**src/rtl/enc_16x4_prio.sv**
```systemverilog
// 16-to-4 priority encoder (highest set bit wins) behind a one-entry valid/ready output register.
// Define ENC_ERR_CNT_EN to build the saturating faulty-word counter; otherwise ERR_CNT reads zero.
module enc_16x4_prio (
    input  logic       CLK,
    input  logic       RST_N,
    input  logic [15:0] D,
    input  logic       IN_VALID,
    output logic       IN_READY,
    output logic       X,
    output logic       Y,
    output logic       Z,
    output logic       W,
    output logic       NONE,
    output logic       MULTI,
    output logic       OUT_VALID,
    input  logic       OUT_READY,
    input  logic       CLR_CNT,
    output logic [7:0] ERR_CNT
);

    typedef enum logic {
        EMPTY = 1'b0,
        FULL  = 1'b1
    } state_e;

    state_e      state_q, state_d;
    logic [3:0]  idx_q, idx_d;
    logic        none_q, none_d;
    logic        multi_q, multi_d;
    logic [4:0]  pop;
    logic        in_xfer;
    logic        out_xfer;

    // Later set bits overwrite earlier ones, so the highest index wins.
    // NOTE: every always_comb output gets a default first so no latch is inferred.
    always_comb begin
        idx_d = 4'd0;
        pop   = 5'd0;
        for (int i = 0; i < 16; i++) begin
            if (D[i]) begin
                idx_d = 4'(i);
                pop   = pop + 5'd1;
            end
        end
        none_d  = (D == 16'h0000);
        multi_d = (pop > 5'd1);
    end

    // Ready is gated by reset so nothing is accepted while the block is held.
    assign IN_READY = RST_N && ((state_q == EMPTY) || OUT_READY);
    assign in_xfer  = IN_VALID && IN_READY;
    assign out_xfer = (state_q == FULL) && OUT_READY;

    always_comb begin
        state_d = state_q;
        case (state_q)
            EMPTY:   if (in_xfer) state_d = FULL;
            FULL:    if (out_xfer && !in_xfer) state_d = EMPTY;
            default: state_d = EMPTY;
        endcase
    end

    // NOTE: sequential state uses non-blocking assignments so all registers update together.
    always_ff @(posedge CLK or negedge RST_N) begin
        if (!RST_N) begin
            state_q <= EMPTY;
            idx_q   <= 4'd0;
            none_q  <= 1'b0;
            multi_q <= 1'b0;
        end else begin
            state_q <= state_d;
            if (in_xfer) begin
                idx_q   <= idx_d;
                none_q  <= none_d;
                multi_q <= multi_d;
            end
        end
    end

    assign X         = idx_q[3];
    assign Y         = idx_q[2];
    assign Z         = idx_q[1];
    assign W         = idx_q[0];
    assign NONE      = none_q;
    assign MULTI     = multi_q;
    assign OUT_VALID = (state_q == FULL);

`ifdef ENC_ERR_CNT_EN
    logic [7:0] cnt_q, cnt_d;

    // Clear beats a same-cycle increment; the count sticks at 8'hFF.
    always_comb begin
        cnt_d = cnt_q;
        if (CLR_CNT) begin
            cnt_d = 8'h00;
        end else if (in_xfer && (none_d || multi_d) && (cnt_q != 8'hFF)) begin
            cnt_d = cnt_q + 8'h01;
        end
    end

    always_ff @(posedge CLK or negedge RST_N) begin
        if (!RST_N) begin
            cnt_q <= 8'h00;
        end else begin
            cnt_q <= cnt_d;
        end
    end

    assign ERR_CNT = cnt_q;
`else
    logic unused_clr_cnt;

    assign unused_clr_cnt = CLR_CNT;
    assign ERR_CNT        = 8'h00;
`endif

endmodule

```
**config.mk**
```make
export PLATFORM = sky130hd
export DESIGN_NAME = enc_16x4_prio
export DESIGN_NICKNAME = d
export VERILOG_FILES = /design/src/rtl/enc_16x4_prio.sv
export SDC_FILE = /design/constraint.sdc
export NUM_CORES = 1
export LEC_CHECK = 0
export CAP_MARGIN = 20
export CORE_UTILIZATION = 25
export DETAILED_ROUTE_END_ITERATION = 8
export PLACE_DENSITY = 0.48
export SLEW_MARGIN = 20
export SYNTH_ARGS = -nofsm -noshare
export SYNTH_HDL_FRONTEND = slang
export SYNTH_SLANG_ARGS = --single-unit
```
**constraint.sdc**
```tcl
create_clock -name CLK -period 1.6 [get_ports CLK]
set_clock_uncertainty 0.1 [all_clocks]
set_input_delay 0.32 -clock CLK [delete_from_list [all_inputs] [get_ports CLK]]
set_output_delay 0.32 -clock CLK [all_outputs]
set_load 0.005 [all_outputs]
```
==> impl_metrics.toml, run 1 <==
[global_routing]
grt_pass1_vias = 2784
antenna_found_initial = 0
grt_max_degree = 14
grt_overflow = 0
grt_pass1_wl_um = 12900
track_usage_pct = 15.3

[yosys]
synthFlopType = "dfrtp_1"
ys_seq_area_share_pct = 7.12
netlist_instances = 327
ys_warn_count = 0
syn_area_mm2 = 0.00246
synth_seq_cells = 7
yosysUniqueCellTypes = 71
synth_edf_count = 0
syn_avg_cell_area_um2 = 7.53
postSynth.asyncResetShare_pct = 100

[timing]
layout_setup_ws_ns = -5.93
setup_viol = 4
fmax_mhz = 133
relSlewSlack_pct = 61.8
finalHoldViolCount = 0
min_period_ns = 7.53
fin_crit_sh_pct = 471
rsz0062_at_grt = "true"
tightest_slew_ns = 0.569
hold_slack_ns = 0.296
final_max_slew_viol_count = 0

[drt]
vias = 2855
ant_nets = 0
routedWlPerCell_um = 12.1
firstDrtPassIters = 4
avgViaCountPerCell = 4.60
routed_wl_um = 7500
drc = 0
drt-initial-drc-count = 91

[clocking]
clockBufferDepth = 2
htree_levels = 1
clkTransAtPathRegs_ns = 0.04
tritoncts = "done"
insertion_delay_ns = 0.23
cts_hold_buf = 0
cts_buffers = 3
root_buffer = "clkbuf_8"
cts_num_sinks = 7

[finish]
drive_above_1_share_pct = 45.4
postLayoutCellArea_mm2 = 0.00437
fin_nets = 530
num_antenna_cells = 0
area_growth_pct = 77.4

[power_and_ir_drop]
pwr-share-comb_pct = 92.9
p_sw_uw = 2820
power_switching_share_pct = 43.4
pwr-share-clk_pct = 3.8
ir_worst_vdd_mv = 0.898
power_frac_seq_pct = 3.3
leakagePower_uw = 0.00201
powerDensity_mw_per_mm2 = 1490
p_int_uw = 3690

[setup_path]
path_max_fanout = 4
startpoint_type = "input port"
reg2reg_slack_ns = 0.05
crit_path_end_kind = "register"
worst_path_most_repeated_cell = "ha_4"
path_delay_family = "adder cells"
crit_type = "in2reg"
worst_ep_arrival_time_ns = 7.53
cpPeakStageDelay_ns = 0.28
cp.buffers_inverters = 3
slowest_stage = "ha_4"
crit_required_ns = 1.60

[place]
place_area_mm2 = 0.00397
dp_hpwl_um = 6150
io_buffer_count = 27
gp_congestion = 0.791

[outcome]
status = "finished, violations left"
violations = "setup timing"

[floorplan]
io_pins = 37
fp.coreArea_mm2 = 0.00937
die_x_um = 101
start_util_pct = 26.3
fp.dieArea_mm2 = 0.0102
num_rows = 35
dieHeight_um = 101

[min_path]
min-delay-path-class = "in2async"

[flow_run]
drv_cap = 0
## through the flow
step           worst slack [ns]  TNS [ns]  power [uW]  std cells  utilization [%]
6_report                  -5.93     -6.22        6510        620             46.6
2_1_floorplan             -5.92     -5.94        3780        334                -
4_1_cts                   -5.93     -6.54        6250        611             44.7
3_5_place_dp              -6.72    -10.38        5690        592             42.4
3_3_place_gp              -6.56    -10.30        5630        592             42.4
5_1_grt                   -6.32     -6.86        7140        620             46.6
## synth_stat cells, drive strengths merged (3+ instances only)
library cell | n | area (um^2)
xor2 | 16 | 185
a21oi | 18 | 90.1
o21a | 3 | 22.5
nor3b | 3 | 22.5
o21ai | 14 | 70.1
a31oi | 4 | 25.0
buf | 11 | 77.6
dfrtp | 7 | 175
mux2i | 5 | 50.1
nand2 | 37 | 139
clkbuf | 11 | 41.3
nand3 | 14 | 70.1
ha | 17 | 213
o211ai | 3 | 22.5
nor2 | 24 | 90.1
and3 | 7 | 43.8
and2 | 5 | 33.8
a211oi | 3 | 32.5
nor4 | 4 | 40.0
or4 | 3 | 22.5
xnor2 | 28 | 253
nand2b | 4 | 25.0
inv | 19 | 71.3
nor3 | 8 | 40.0
o22ai | 3 | 18.8
or2 | 5 | 31.3
xnor3 | 7 | 159
## power by group through the flow
stage          registers, uW  logic, uW  clock network, uW
2_1_floorplan            212       3570                  0
3_3_place_gp             213       5420                  0
3_5_place_dp             214       5470                  0
4_1_cts                  214       5780                258
5_1_grt                  215       6650                272
6_report                 213       6050                251
## layout make-up
| class | instances | area, um^2 |
|---|---|---|
| Tap cell | 129 | 161 |
| Clock buffer | 4 | 45.0 |
| Inverter | 19 | 93.8 |
| Sequential cell | 7 | 175 |
| Fill cell | 948 | 5010 |
| Multi-Input combinational cell | 286 | 2450 |
| Timing Repair Buffer | 175 | 1440 |
## cells by family after synthesis
kind of cell    after synthesis  synth area share (%)
fa+ha+maj                    17                  8.64
simple gates                125                  26.5
compound gates               78                  22.2
xor+xnor                     52                  25.2
mux                           6                  2.49
flops                         7                  7.12
buf+inv                      41                  7.73
other cells                   1                 0.152
## flip-flops by register name, summed over array words and instances (netlist names)
signal	cells
MULTI	1
NONE	1
OUT_VALID	1
idx_q	4
## what timing repair did
item	CTS	global route
gates resized for setup	53	40
endpoints found under the setup margin	7	6
buffers inserted	15	11
pin swaps	36	44
## worst paths after layout
kind	from	end	cells after the start
setup / recovery	D[1]	MULTI$_DFFE_PN0P_	48
hold reg to reg	idx_q[0]$_DFFE_PN0P_	idx_q[0]$_DFFE_PN0P_	2
min in group CLK	idx_q[0]$_DFFE_PN0P_	idx_q[0]$_DFFE_PN0P_	2
hold / removal	RST_N	OUT_VALID$_DFF_PN0_	2
setup reg to reg	OUT_VALID$_DFF_PN0_	idx_q[3]$_DFFE_PN0P_	5
max in group asynchronous	RST_N	NONE$_DFFE_PN0P_	2
## layout by cell type, fill, tap and decap left out, drive strengths merged, types with 3 or more instances in the layout
master,n
buf,154
nand2,37
xnor2,28
nor2,24
inv,19
a21oi,18
ha,17
xor2,16
nand3,14
o21ai,14
clkdlybuf4s50,11
conb,8
nor3,8
dfrtp,7
and3,7
xnor3,7
mux2i,5
or2,5
and2,5
clkbuf,5
dlygate4sd2,4
nand2b,4
a31oi,4
nor4,4
o21a,3
o211ai,3
nor3b,3
o22ai,3
dlymetal6s2s,3
a211oi,3
or4,3
## layer usage
layer | GRT usage [%] | routed length, um | up-vias
met4 | 2.01 | 16 | 0
met5 | 0 | 0 | -
met2 | 26.6 | 3620 | 44
met3 | 0.690 | 149 | 2
met1 | 21.3 | 3710 | 1318
li1 | - | - | 1491
No activity file was read; power rests on OpenSTA's default activity.
==> run 2, diff against run 1 <==
--- a/config.mk
+++ b/config.mk
@@ -5,10 +5,10 @@
 export SDC_FILE = /design/constraint.sdc
 export NUM_CORES = 1
 export LEC_CHECK = 0
-export CAP_MARGIN = 20
 export CORE_UTILIZATION = 25
 export DETAILED_ROUTE_END_ITERATION = 8
 export PLACE_DENSITY = 0.48
+export RECOVER_POWER = 50
 export SLEW_MARGIN = 20
 export SYNTH_ARGS = -nofsm -noshare
 export SYNTH_HDL_FRONTEND = slang
==> run 2 against run 1 <==
  * The run still ends with setup timing left
  * Clock power is essentially flat
  * Critical path type unchanged
  * Maximum frequency is the same
  * Sequential power barely moved
==> impl_metrics.toml, run 2 (same netlist as run 1, synthesis figures left out) <==
[global_routing]
busiest_layer = "met2"
antenna_found_initial = 0
grt_use_met2_pct = 26.6
grt_max_degree = 14
met3_usage_pct = 0.690
track_usage_pct = 15.3
grtUsageMet1_pct = 21.3
grt_pass1_wl_um = 12900
grt_pass1_vias = 2784
grt_overflow = 0

[drt]
avgViaCountPerCell = 4.60
ant_nets = 0
firstDrtPassIters = 4
drc = 0
routed_wl_um = 7490
routedWlPerCell_um = 12.1
vias = 2855
drt-initial-drc-count = 91

[setup_path]
reg2reg_slack_ns = 0.05
rr_startpoint = "OUT_VALID$_DFF_PN0_"
r2r_cells = 5
cpPeakStageDelay_ns = 0.28
crit_path_end_kind = "register"
crit_end = "MULTI$_DFFE_PN0P_"
path_max_fanout = 4
r2r-end = "idx_q[3]$_DFFE_PN0P_"
path_delay_family = "adder cells"
crit_type = "in2reg"
worst_path_most_repeated_cell = "ha_4"
slowest_stage = "ha_4"
cp.buffers_inverters = 3
worst-path-stages = 48
crit_required_ns = 1.60
worst_ep_arrival_time_ns = 7.53
crit_start = "D[1]"
startpoint_type = "input port"

[timing]
fin_crit_sh_pct = 471
layout_setup_ws_ns = -5.93
setup_viol = 5
rsz0062_at_grt = "true"
relSlewSlack_pct = 61.7
tns_ns = -6.23
hold_slack_ns = 0.374
finalHoldViolCount = 0
tightest_slew_ns = 0.570
min_period_ns = 7.53
fmax_mhz = 133
final_max_slew_viol_count = 0

[floorplan]
num_rows = 35
start_util_pct = 26.3
die_x_um = 101
fp.dieArea_mm2 = 0.0102
fp.coreArea_mm2 = 0.00937
dieHeight_um = 101
io_pins = 37

[clocking]
clkTransAtPathRegs_ns = 0.04
htree_levels = 1
root_buffer = "clkbuf_8"
insertion_delay_ns = 0.23
clockBufferDepth = 2
cts_num_sinks = 7
cts_buffers = 3
tritoncts = "done"
cts_hold_buf = 0

[finish]
largest_register_ffs = 4
largest-register = "idx_q"
area_growth_pct = 77.2
drive_above_1_share_pct = 45.2
num_antenna_cells = 0
mostFrequentLayoutCells = "137 x buf_4, 32 x nand2_1, 25 x xnor2_1"
fin_nets = 530
layout_commonest_cell = "buf_4"

[min_path]
hold-path-cell-count = 2
hold_start = "idx_q[0]$_DFFE_PN0P_"
min-delay-path-class = "reg2reg"

[place]
dp_hpwl_um = 6150
gp_congestion = 0.791
io_buffer_count = 27
place_ws_ns = -6.72

[power_and_ir_drop]
ir_worst_vdd_mv = 0.898
leakagePower_uw = 0.00201
powerDensity_mw_per_mm2 = 1490

[flow_run]
drv_cap = 0

[outcome]
status = "finished, violations left"
violations = "setup timing"
[run 2: changes by cell type in the layout (fill, tap and decap cells not counted)]
| cell | before | now |
|---|---|---|
| buf_4 | 138 | 137 |
| clkbuf_1 | 1 | 2 |
| clkdlybuf4s50_1 | 11 | 10 |
| dlygate4sd3_1 | 0 | 1 |
[run 2: worst reg2reg max path: stages (launching register included)]
cell	delay (ns)
dfrtp_1	0.40
nand2b_4	0.08
and2_4	0.14
nand2_2	0.10
or4_4	0.50
o21a_1	0.12
[run 2: area by class of cell]
| class | count | area [um^2] |
|---|---|---|
| clock buffers | 4 | 45.0 |
| well taps | 129 | 161 |
| inverters | 19 | 93.8 |
| flip-flops and latches | 7 | 175 |
| fillers | 950 | 5010 |
| multi-input cells | 286 | 2450 |
| repair buffers | 175 | 1430 |
[run 2: how the worst min path moves through the flow]
stage	end
3_3_place_gp	idx_q[0]$_DFFE_PN0P_
6_report	idx_q[0]$_DFFE_PN0P_
2_1_floorplan	MULTI$_DFFE_PN0P_
5_1_grt	idx_q[3]$_DFFE_PN0P_
4_1_cts	idx_q[3]$_DFFE_PN0P_
3_5_place_dp	idx_q[0]$_DFFE_PN0P_
[run 2: layer usage]
| metal | vias to the layer above | routed length [um] |
|---|---|---|
| met5 | - | 0 |
| met4 | 0 | 16 |
| met3 | 2 | 149 |
| met2 | 44 | 3620 |
| met1 | 1318 | 3710 |
| li1 | 1491 | - |
[run 2: power by group]
part           internal (uW)  total [uW]  switching, uW
sequential               198         213           14.6
clock                    172         251           78.0
combinational           3320        6050           2730
total                   3690        6510           2820
[run 2: metrics by stage]
| stage | util [%] | instance area (um^2) | total power, uW | std cells |
|---|---|---|---|---|
| 2_1_floorplan | - | 2740 | 3780 | 334 |
| 3_3_place_gp | 42.4 | 3970 | 5630 | 592 |
| 3_5_place_dp | 42.4 | 3970 | 5690 | 592 |
| 4_1_cts | 44.7 | 4190 | 6250 | 611 |
| 5_1_grt | 46.5 | 4360 | 7140 | 620 |
| 6_report | 46.5 | 4360 | 6510 | 620 |
[run 2: timing repair]
| action | CTS | global route |
|---|---|---|
| resized for setup | 53 | 40 |
| pin swaps | 36 | 44 |
| setup buffers | 15 | 11 |
| endpoints found under the setup margin | 7 | 6 |
| hold endpoints to repair | 0 | 0 |
==> run 3, diff against run 2 <==
--- a/config.mk
+++ b/config.mk
@@ -5,6 +5,7 @@
 export SDC_FILE = /design/constraint.sdc
 export NUM_CORES = 1
 export LEC_CHECK = 0
+export CORE_ASPECT_RATIO = 0.5
 export CORE_UTILIZATION = 25
 export DETAILED_ROUTE_END_ITERATION = 8
 export PLACE_DENSITY = 0.48
==> run 3 against run 2 <==
  * The run still ends with setup timing left
  * Register-to-register slack about the same
  * Via count up 0.53%
  * Clock power up 72%
  * Sequential cell count unchanged
  * Critical path depth unchanged
  * Global-route usage down 0.19 points
  * Worst setup slack better by 0.028 ns
  * Maximum frequency up 0.38%
  * First-iteration DRC count up 27%
==> impl_metrics.toml, run 3 (same netlist as run 1, synthesis figures left out) <==
[floorplan]
dieHeight_um = 72.2
fp.coreArea_mm2 = 0.00951
num_rows = 25
die_x_um = 142
io_pins = 37
start_util_pct = 25.9
fp.dieArea_mm2 = 0.0103

[clocking]
insertion_delay_ns = 0.23
clockBufferDepth = 2
cts_hold_buf = 0
root_buffer = "clkbuf_16"
cts_buffers = 3
tritoncts = "done"
htree_levels = 1
clkTransAtPathRegs_ns = 0.04
cts_num_sinks = 7

[global_routing]
grt_pass1_wl_um = 12700
track_usage_pct = 15.1
grt_overflow = 0
antenna_found_initial = 0
grt_max_degree = 14
grt_pass1_vias = 2810

[outcome]
status = "finished, violations left"
violations = "setup timing"

[finish]
final_cells = 619
largest_register_ffs = 4
largest-register = "idx_q"
layout_commonest_cell = "buf_4"
area_growth_pct = 76.3
drive_above_1_share_pct = 45.0
mostFrequentLayoutCells = "132 x buf_4, 30 x nand2_1, 25 x xnor2_1"
fin_nets = 523
postLayoutCellArea_mm2 = 0.00434
num_antenna_cells = 0

[setup_path]
worst_path_most_repeated_cell = "ha_4"
path_max_fanout = 4
worst_ep_arrival_time_ns = 7.51
crit_path_end_kind = "register"
path_delay_family = "adder cells"
slowest_stage = "ha_4"
crit_required_ns = 1.60
crit_type = "in2reg"
cpPeakStageDelay_ns = 0.28
startpoint_type = "input port"
cp.buffers_inverters = 3

[drt]
drt-initial-drc-count = 116
ant_nets = 0
routedWlPerCell_um = 12.2
firstDrtPassIters = 4
vias = 2870
avgViaCountPerCell = 4.64
routed_wl_um = 7560
drc = 0

[power_and_ir_drop]
powerDensity_mw_per_mm2 = 1540
leakagePower_uw = 0.00195
ir_worst_vdd_mv = 0.842
power_uw = 6690

[min_path]
min-delay-path-class = "reg2reg"

[timing]
tns_ns = -6.44
final_max_slew_viol_count = 0
finalHoldViolCount = 0
rsz0062_at_grt = "true"
fin_crit_sh_pct = 469
fmax_mhz = 133
min_period_ns = 7.50
tightest_slew_ns = 0.606
layout_setup_ws_ns = -5.90
setup_viol = 5
relSlewSlack_pct = 59.3

[flow_run]
drv_cap = 0

[place]
place_area_mm2 = 0.00392
dp.cells = 590
dp_hpwl_um = 6230
gp_congestion = 0.853
io_buffer_count = 27
==> run 3: cell count changes in the layout (fill, tap and decap cells not counted), moves of 3 or more <==
cell / previous run / this run
clkbuf_8: 3 / 0
dlygate4sd2_1: 4 / 7
clkbuf_16: 0 / 3
nor2_2: 0 / 3
buf_4: 137 / 132
dlymetal6s2s_1: 3 / 0
buf_6: 10 / 7
==> run 3: through the flow <==
step | setup slack, ns | hold WS [ns] | utilization (%)
after global placement | -6.61 | 0.362 | 41.2
after global routing | -6.29 | 0.400 | 45.6
after detailed placement | -6.83 | 0.383 | 41.2
final | -5.90 | 0.385 | 45.6
after floorplan | -5.92 | -0.0756 | -
after CTS | -6.00 | 0.302 | 44.2
==> run 3: timing repair <==
action                     CTS  global route
resized for setup           59            22
pin swaps                   40            34
setup endpoints to repair    7             7
buffers inserted            17             9
cloned                       0             0
==> run 3: per-layer routing <==
layer | global-route usage (%) | vias to the layer above | part of all wire, %
li1 | - | 1474 | -
met1 | 20.1 | 1342 | 48
met2 | 27.3 | 48 | 48
met3 | 1.45 | 6 | 2.5
met4 | 1.55 | 0 | 0.58
met5 | 0 | - | 0
==> run 3: area by class of cell <==
class,instances,area (um^2)
Multi-Input combinational cell,286,2470
Sequential cell,7,175
Inverter,19,88.8
Fill cell,958,5170
Clock buffer,4,78.8
Tap cell,135,169
Timing Repair Buffer,168,1360
==> run 3: worst register-to-register path, cell delays in order (launching register included) <==
cell and delay, ns:
dfrtp_1 0.40, nand2b_4 0.08, and2_4 0.14, nand2_2 0.10, or4_4 0.50, o21a_1 0.12
==> run 3: final timing paths <==
kind,start,endpoint,slack [ns],cells after the start
worst max-delay path,D[1],MULTI$_DFFE_PN0P_,-5.90,48
worst max register to register,OUT_VALID$_DFF_PN0_,idx_q[3]$_DFFE_PN0P_,0.05,5
max in group asynchronous,RST_N,MULTI$_DFFE_PN0P_,0.66,2
min in group asynchronous,RST_N,OUT_VALID$_DFF_PN0_,0.45,2
worst min register to register,idx_q[3]$_DFFE_PN0P_,idx_q[3]$_DFFE_PN0P_,0.38,1
worst min-delay path,idx_q[3]$_DFFE_PN0P_,idx_q[3]$_DFFE_PN0P_,0.38,1
==> run 3: report_power, final <==
| group | internal (uW) | total [uW] | leakage, uW | switching, uW |
|---|---|---|---|---|
| Sequential | 198 | 210 | 0.0000777 | 11.7 |
| Clock | 332 | 431 | 0.0000382 | 98.7 |
| Combinational | 3290 | 6050 | 0.00183 | 2760 |
